==> config.mk <==
export PLATFORM = sky130hd
export DESIGN_NAME = crc_serial_ctrl
export DESIGN_NICKNAME = d
export VERILOG_FILES = /design/src/rtl/crc_serial_ctrl.sv
export SDC_FILE = /design/constraint.sdc
export NUM_CORES = 1
export LEC_CHECK = 0
export CELL_PAD_IN_SITES_DETAIL_PLACEMENT = 0
export CELL_PAD_IN_SITES_GLOBAL_PLACEMENT = 1
export CORE_MARGIN = 1
export CORE_UTILIZATION = 41
export CTS_CLUSTER_DIAMETER = 200
export DETAILED_ROUTE_END_ITERATION = 12
export PLACE_DENSITY = 0.86
export SYNTH_ARGS = -nofsm -noshare
export SYNTH_HDL_FRONTEND = slang
export SYNTH_SLANG_ARGS = --single-unit
==> constraint.sdc <==
create_clock -name clk -period 3.7 [get_ports clk]
set_input_delay 0.37 -clock clk [delete_from_list [all_inputs] [get_ports clk]]
set_output_delay 0.37 -clock clk [all_outputs]
set_load 0.02 [all_outputs]
==> src/rtl/crc_serial_ctrl.sv <==
// ---------------------------------------------------------------------------
// crc_serial_ctrl
//
// Bit-serial CRC encoder controller. One message is accepted in IDLE, divided
// by a programmable generator polynomial one bit per clock over
// CW_W = MSG_W+GP_W-1 cycles, and the systematic codeword {msg, remainder}
// is then held on out_data until the consumer takes it.
//
// Parameters
//   MSG_W      message width in bits (>= 1)
//   GP_W       generator width including the implicit MSB (>= 3)
//
// Ports
//   clk        rising-edge clock
//   rst        synchronous, active-high reset
//   in_valid   message offered
//   in_ready   controller can accept a message (IDLE only)
//   in_data    message, MSB first
//   gp         generator polynomial, sampled at accept; gp[GP_W-1] taken as 1
//   out_valid  codeword available
//   out_ready  consumer takes codeword
//   out_data   codeword {msg, rem}
//   busy       high while a frame is in flight (SHIFT or DONE)
//   frame_cnt  saturating count of delivered frames
//
// Build option
//   CRC_FRAME_CNT_EN  when defined, adds the frame_cnt port and its counter.
// ---------------------------------------------------------------------------
module crc_serial_ctrl #(
  parameter int MSG_W = 5,
  parameter int GP_W  = 3
) (
  input  logic                     clk,
  input  logic                     rst,
  input  logic                     in_valid,
  output logic                     in_ready,
  input  logic [MSG_W-1:0]         in_data,
  input  logic [GP_W-1:0]          gp,
  output logic                     out_valid,
  input  logic                     out_ready,
  output logic [MSG_W+GP_W-2:0]    out_data,
`ifdef CRC_FRAME_CNT_EN
  output logic [15:0]              frame_cnt,
`endif
  output logic                     busy
);

  localparam int R     = GP_W - 1;
  localparam int CW_W  = MSG_W + GP_W - 1;
  localparam int CNT_W = $clog2(CW_W + 1);

  typedef enum logic [1:0] {
    S_IDLE  = 2'd0,
    S_SHIFT = 2'd1,
    S_DONE  = 2'd2
  } state_e;

  state_e             state_q, state_d;
  logic [CW_W-1:0]    shift_q, shift_d;
  logic [R-1:0]       rem_q, rem_d;
  logic [R-1:0]       gp_q, gp_d;
  logic [MSG_W-1:0]   msg_q, msg_d;
  logic [CNT_W-1:0]   cnt_q, cnt_d;
  logic [CW_W-1:0]    out_data_q, out_data_d;
  logic [R-1:0]       step_rem;

  // The generator MSB is implicit (always 1), so the port bit is never read.
  logic gp_msb_unused;
  assign gp_msb_unused = gp[GP_W-1];

  // One long-division step: shift the next dividend bit into the remainder
  // and subtract (XOR) the generator when the bit falling out was a 1.
  assign step_rem = {rem_q[R-2:0], shift_q[CW_W-1]} ^ (rem_q[R-1] ? gp_q : '0);

  always_comb begin
    // NOTE: every variable gets a default first so no path leaves it
    // unassigned, which would otherwise infer a latch.
    state_d    = state_q;
    shift_d    = shift_q;
    rem_d      = rem_q;
    gp_d       = gp_q;
    msg_d      = msg_q;
    cnt_d      = cnt_q;
    out_data_d = out_data_q;

    unique case (state_q)
      S_IDLE: begin
        if (in_valid) begin
          state_d = S_SHIFT;
          shift_d = {in_data, {R{1'b0}}};
          msg_d   = in_data;
          gp_d    = gp[R-1:0];
          rem_d   = '0;
          cnt_d   = CNT_W'(CW_W);
        end
      end
      S_SHIFT: begin
        rem_d   = step_rem;
        shift_d = shift_q << 1;
        cnt_d   = cnt_q - CNT_W'(1);
        // Last step: capture the final remainder straight from the step logic.
        if (cnt_q == CNT_W'(1)) begin
          state_d    = S_DONE;
          out_data_d = {msg_q, step_rem};
        end
      end
      S_DONE: begin
        if (out_ready) state_d = S_IDLE;
      end
      default: state_d = S_IDLE;
    endcase
  end

  always_ff @(posedge clk) begin
    // NOTE: sequential state uses non-blocking assignments so every register
    // samples pre-edge values regardless of statement order.
    if (rst) begin
      state_q    <= S_IDLE;
      shift_q    <= '0;
      rem_q      <= '0;
      gp_q       <= '0;
      msg_q      <= '0;
      cnt_q      <= '0;
      out_data_q <= '0;
    end else begin
      state_q    <= state_d;
      shift_q    <= shift_d;
      rem_q      <= rem_d;
      gp_q       <= gp_d;
      msg_q      <= msg_d;
      cnt_q      <= cnt_d;
      out_data_q <= out_data_d;
    end
  end

  assign in_ready  = (state_q == S_IDLE);
  assign out_valid = (state_q == S_DONE);
  assign busy      = (state_q != S_IDLE);
  assign out_data  = out_data_q;

`ifdef CRC_FRAME_CNT_EN
  logic [15:0] frame_q;

  always_ff @(posedge clk) begin
    if (rst) begin
      frame_q <= '0;
    end else if (out_valid && out_ready && (frame_q != 16'hFFFF)) begin
      frame_q <= frame_q + 16'd1;
    end
  end

  assign frame_cnt = frame_q;
`endif

endmodule

==> results.ini <==
[drt]
drtIter0Drc=11
wirelength_mm=2.096
dr.pass1.iters=4
wl_met3_um=60
met1Wirelength_mm=1.028
drc=0
viasPerCell=5.073
wl_per_cell_um=12.70
dr.max_layer_used=met4
met2RoutedLength_um=978
antenna_left=0
vias=837

[place]
gp_congestion=0.7202
port_buffers=20
hpwl_mm=1.513

[global_routing]
grt_pass1_vias=793
grt.total_usage_pct=16.32
antenna_found_initial=0
grt_max_degree=29
grt_first_pass_wirelength_mm=3.367
grt_overflow=0

[yosys]
syn_inst=118
syn_area_per_cell_um2=9.723
synth_warnings=0
seq_area_frac_synth_pct=45.37
synth_area_mm2=0.001147
synth_cell_types=32
ys_ff_latch=26
synth_fp_nets=132

[clocking]
clk_pin_slew_ns=0.13
numClockSinks=26
tritoncts.num_buffers=3
cts-resized-gates=0
cts_root_buf=clkbuf_4
cts_tree=yes
cts_setup_buffers=0
cts_htree_levels=1
cts_hold_buf=0
clockBufferDepth=2
clk_latency_ns=0.31

[critical_path]
cp_cell_sequence=or2_2, clkdlybuf4s50_1
crit_required_ns=3.33
crit_type=flop to primary output
crit_buf_inv=1
worstSetupEndpointType=primary output
cp.arrival_ns=1.86
cp_max_fo=18
cp-start-kind=flop
crit_slowest_cell=dfxtp_1
crit_family=flip-flops
max_stage_delay_ns=0.73

[floorplanning]
initial_core_util_pct=44.69
die_w_um=54.90
io-pin-count=22
die_area_mm2=0.003014
coreArea_mm2=0.002567
num_rows=18
die_height_um=54.90

[timing]
finalCriticalPeriod_ns=2.234
slew_violations=0
setup_viol=0
rsz0062_at_grt=false
finalCritPeriodShare_pct=60.37
whs_ns=0.4997
worst_slew_pin_slew_ns=1.029
tns_ns=0
slew_headroom_pct=31.19
final_hold_viol_count=0
fmax_ghz=0.4477
skew_ns=0.001969

[run_status]
outcome=finished clean

[min_path]
hold_path.class=flop to flop

[power]
p_per_area_mw_per_mm2=384.5
power_leakage_uw=0.0005262
ir_drop_mv=0.3296

[flow_run]
drv_cap=0

[final_layout]
insertedDiodeCount=0
area_growth_syn_to_layout_pct=19.52
fillerInstances=256
final_common_cell=dfxtp_1
fin_nets=151
mostFrequentLayoutCells=dfxtp_1, nor2_1, clkdlybuf4s50_1
drive_above_1_share_pct=8.148

sequential cells by signal (all words and copies together), names as in the netlist:
name      flops
cnt_q         3
gp_q          2
state_q       2
rem_q         2
out_data      7
shift_q       5
msg_q         5
power breakdown:
part	total, µW	internal [µW]	switching [µW]
registers	314	299	15.8
clock network	115	38.1	77.3
logic	97.6	50.9	46.7
total	527	388	140
per-stage QoR:
| stage | std cells | cell area [µm²] | total power [µW] | setup WS [ns] | utilization [%] |
|---|---|---|---|---|---|
| floorplan | 118 | 1147 | 387.4 | 2.316 | - |
| global placement | 162 | 1349 | 415.2 | 1.743 | 52.53 |
| detailed placement | 162 | 1349 | 419.2 | 1.720 | 52.53 |
| CTS | 165 | 1371 | 535.2 | 1.465 | 53.41 |
| global route | 165 | 1371 | 560.8 | 1.356 | 53.41 |
| finish | 165 | 1371 | 527.3 | 1.466 | 53.41 |
worst register-to-register path: stages (launching register included):
cell and delay [ns]:
dfxtp_1 0.73, and4bb_1 0.66, mux2i_1 0.26, nor2_1 0.05
area by class of cell:
type	count	area, µm²	area share (%)
flip-flops and latches	26	520.5	37.96
well taps	30	37.54	2.737
repair buffers	21	207.7	15.15
inverters	6	22.52	1.642
clock buffers	3	22.52	1.642
multi-input cells	79	560.5	40.88
metal layers:
layer	global-route usage (%)	up-vias
li1	-	435
met1	18.50	387
met2	27.91	11
met3	5.738	4
met4	6.250	0
met5	0	-
Yosys cell counts:
master,n,area (µm²)
a211oi_2,3,37.54
a21oi_1,5,25.02
a221oi_1,1,8.760
a221oi_2,1,15.01
a22oi_1,1,7.510
a311oi_1,1,8.760
and4bb_1,1,12.51
buf_1,1,3.750
buf_2,1,5.000
buf_4,2,15.01
buf_6,1,11.26
clkbuf_1,1,3.750
clkbuf_2,1,5.000
dfxtp_1,26,520.5
ha_1,2,25.02
inv_1,6,22.52
mux2i_1,13,130.1
nand2_1,2,7.510
nand2b_1,6,37.54
nand3b_1,2,15.01
nor2_1,21,78.83
nor2b_1,3,18.77
nor3_1,4,20.02
nor3b_1,1,7.510
o21ai_0,2,10.01
o21ba_4,1,16.27
o21bai_2,1,11.26
o32ai_1,1,8.760
or2_2,1,6.260
or3b_1,4,35.03
xnor2_1,1,8.760
xor2_1,1,8.760
final timing paths:
check                                             start                  endpoint  slack (ns)  cells past startpoint
worst max-delay path            state_q[0]$_SDFFE_PP0P_                      busy        1.47                      2
worst min-delay path            shift_q[5]$_SDFFE_PP0P_   shift_q[5]$_SDFFE_PP0P_        0.50                      2
worst min register to register  shift_q[5]$_SDFFE_PP0P_   shift_q[5]$_SDFFE_PP0P_        0.50                      2
worst max register to register  state_q[0]$_SDFFE_PP0P_  out_data[2]$_SDFFE_PP0P_        1.86                      3
kinds of logic (layout without fill, tap and decap cells):
family                   after synthesis  count (layout)  share of synthesized area [%]
buffers and inverters                 13              30                          5.778
AO/OA/AOI/OAI                         17              17                          12.98
adder cells (fa/ha/maj)                2               2                          2.181
multiplexers                          13              13                          11.34
AND/OR/NAND/NOR                       45              45                          20.83
flip-flops                            26              26                          45.37
XOR/XNOR                               2               2                          1.527
Power figures use the tool's default switching activity.
==> RTL edit, RTL diff (same settings) <==
`shift_q` and `out_data_q` no longer have a reset.
--- a/src/rtl/crc_serial_ctrl.sv
+++ b/src/rtl/crc_serial_ctrl.sv
@@ -116,21 +116,22 @@
     // samples pre-edge values regardless of statement order.
     if (rst) begin
       state_q    <= S_IDLE;
-      shift_q    <= '0;
       rem_q      <= '0;
       gp_q       <= '0;
       msg_q      <= '0;
       cnt_q      <= '0;
-      out_data_q <= '0;
     end else begin
       state_q    <= state_d;
-      shift_q    <= shift_d;
       rem_q      <= rem_d;
       gp_q       <= gp_d;
       msg_q      <= msg_d;
       cnt_q      <= cnt_d;
-      out_data_q <= out_data_d;
     end
+  end
+
+  always_ff @(posedge clk) begin
+    shift_q    <= shift_d;
+    out_data_q <= out_data_d;
   end
 
   assign in_ready  = (state_q == S_IDLE);
Formal check against the unedited RTL: differs if rst is asserted again (counterexample within 10 cycles, from zero or initial values and one cycle with rst high); with rst held inactive, the same outputs for 10 cycles.
==> RTL edit against the unedited design <==
Sequential share of layout area up 11 points; die area fell by 7.5%; hold slack got worse by 55 ps; sequential cell count did not move; wire length shrank 17%; sequential power up 8.0%; worst setup slack gained 330 ps; area after synthesis down 7.7%; non-clock buffer count decreased by 1; fmax is 18% higher; power rose by 18%; design area is 3.9% lower; highest routed layer unchanged.
==> RTL edit: results (changes against the unedited design) <==
** Run status
- The run finished with clean final reports.

** Synthesis
- Largest cells by area after synthesis :: sky130_fd_sc_hd__edfxtp_1 34%, sky130_fd_sc_hd__dfxtp_1 26%, sky130_fd_sc_hd__mux2i_1 6.6%, sky130_fd_sc_hd__nand2_1 5.7%, sky130_fd_sc_hd__nor2_1 3.5%
- Area of the mapped netlist :: 1059 um^2 (-7.7%)
- Seq/Total Area, Yosys :: 60.52% (+15 points)
- The synthesized net count is 105 (-20%).

** Drt
- The routed wire length is 1745 um (-17%).
- The amount of wire on met2 after detailed routing came to 898 um (-8.2%).
- The met3 layer wire length in the routed design came to 46 um (-23%).
- Initial drt markers :: 5 (-6)

** Layout
- The number of nets in the layout came to 126 (-17%).

** Place
- Estimated wirelength of the detail-placed design :: 1237 um (-18%)
- The setup slack after placement is 1436 ps (-284.1 ps).

** Pwr
- The peak supply drop came to 0.0003191 V (-3.2%).
- The cell leakage power was 0.0005159 uW (-2.0%).

** Min path
- The startpoint identified for the worst hold timing path is msg_q[1].
- The count of cells along the worst hold path came to 0 (-2).
- Worst min-delay path endpoint :: out_data[3]

** Critical path
- Arrival time at the worst endpoint :: 1530 ps (-330 ps)
- The setup slack on the worst flop-to-flop path is 1950 ps (+90 ps).
- Reg2reg start :: state_q[1]
- Worst path top cell family by delay :: buffers and inverters
- Largest stage delay on the critical path :: 540 ps (-190 ps)
- Slowest cell on crit path :: sky130_fd_sc_hd__clkdlybuf4s50_1

** Global routing
- The met1 layer usage reported by global route came to 14.86% (-3.6 points).
- GRT Total Usage :: 14.26% (-2.1 points)
- Via count of the first global-routing pass :: 697 (-12%)
- The wire length of the first global-routing pass was 2842 um (-16%).
- The pin count of the biggest net entering global routing came to 16 (-45%).

** STA
- Worst Skew :: 10.01 ps (+8.043 ps)
- Max-slew headroom :: 26.92% (-4.3 points)
==> RTL edit: power groups by stage <==
stage | Clock [uW] | Combinational, uW | Sequential (uW)
after floorplan | 0 | 63.3 | 346
after global placement | 0 | 91.0 | 344
after detailed placement | 0 | 94.3 | 345
after CTS | 196 | 94.5 | 339
after global routing | 205 | 103 | 342
final | 190 | 93.3 | 339
==> RTL edit: per-stage QoR <==
step,hold WS (ps),power (uW),std cells,instance area (um^2),util [%]
2_1_floorplan,407.6,408.9,91,1059,-
3_3_place_gp,412.0,435.4,137,1265,51.53
3_5_place_dp,414.1,439.5,137,1265,51.53
4_1_cts,445.7,629.2,141,1318,53.67
5_1_grt,456.5,649.2,141,1318,53.67
6_report,445.0,621.7,141,1318,53.67
==> RTL edit: how the worst max path moves through the flow <==
| stage | from | end | slack, ps |
|---|---|---|---|
| floorplan | state_q[1] | out_data[0] | 2340 |
| global placement | in_valid | msg_q[1] | 1520 |
| global route | state_q[1] | in_ready | 1720 |
| CTS | state_q[1] | out_valid | 1770 |
| finish | state_q[0] | out_valid | 1800 |
| detailed placement | in_valid | rem_q[1] | 1440 |
==> RTL edit: kinds of logic after synthesis <==
kind of cell	synth area share [%]
buf+inv	4.372
mux	6.620
xor+xnor	2.483
flops	60.52
simple gates	18.09
fa+ha+maj	2.364
compound gates	5.556
==> RTL edit: final cells by class <==
cell class / count / area (um^2)
Clock buffer: 3 / 22.52
Clock inverter: 1 / 30.03
Fill cell: 225 / 1137
Inverter: 4 / 15.01
Sequential cell: 26 / 640.6
Tap cell: 30 / 37.54
Multi-Input combinational cell: 57 / 371.6
Timing Repair Buffer: 20 / 200.2
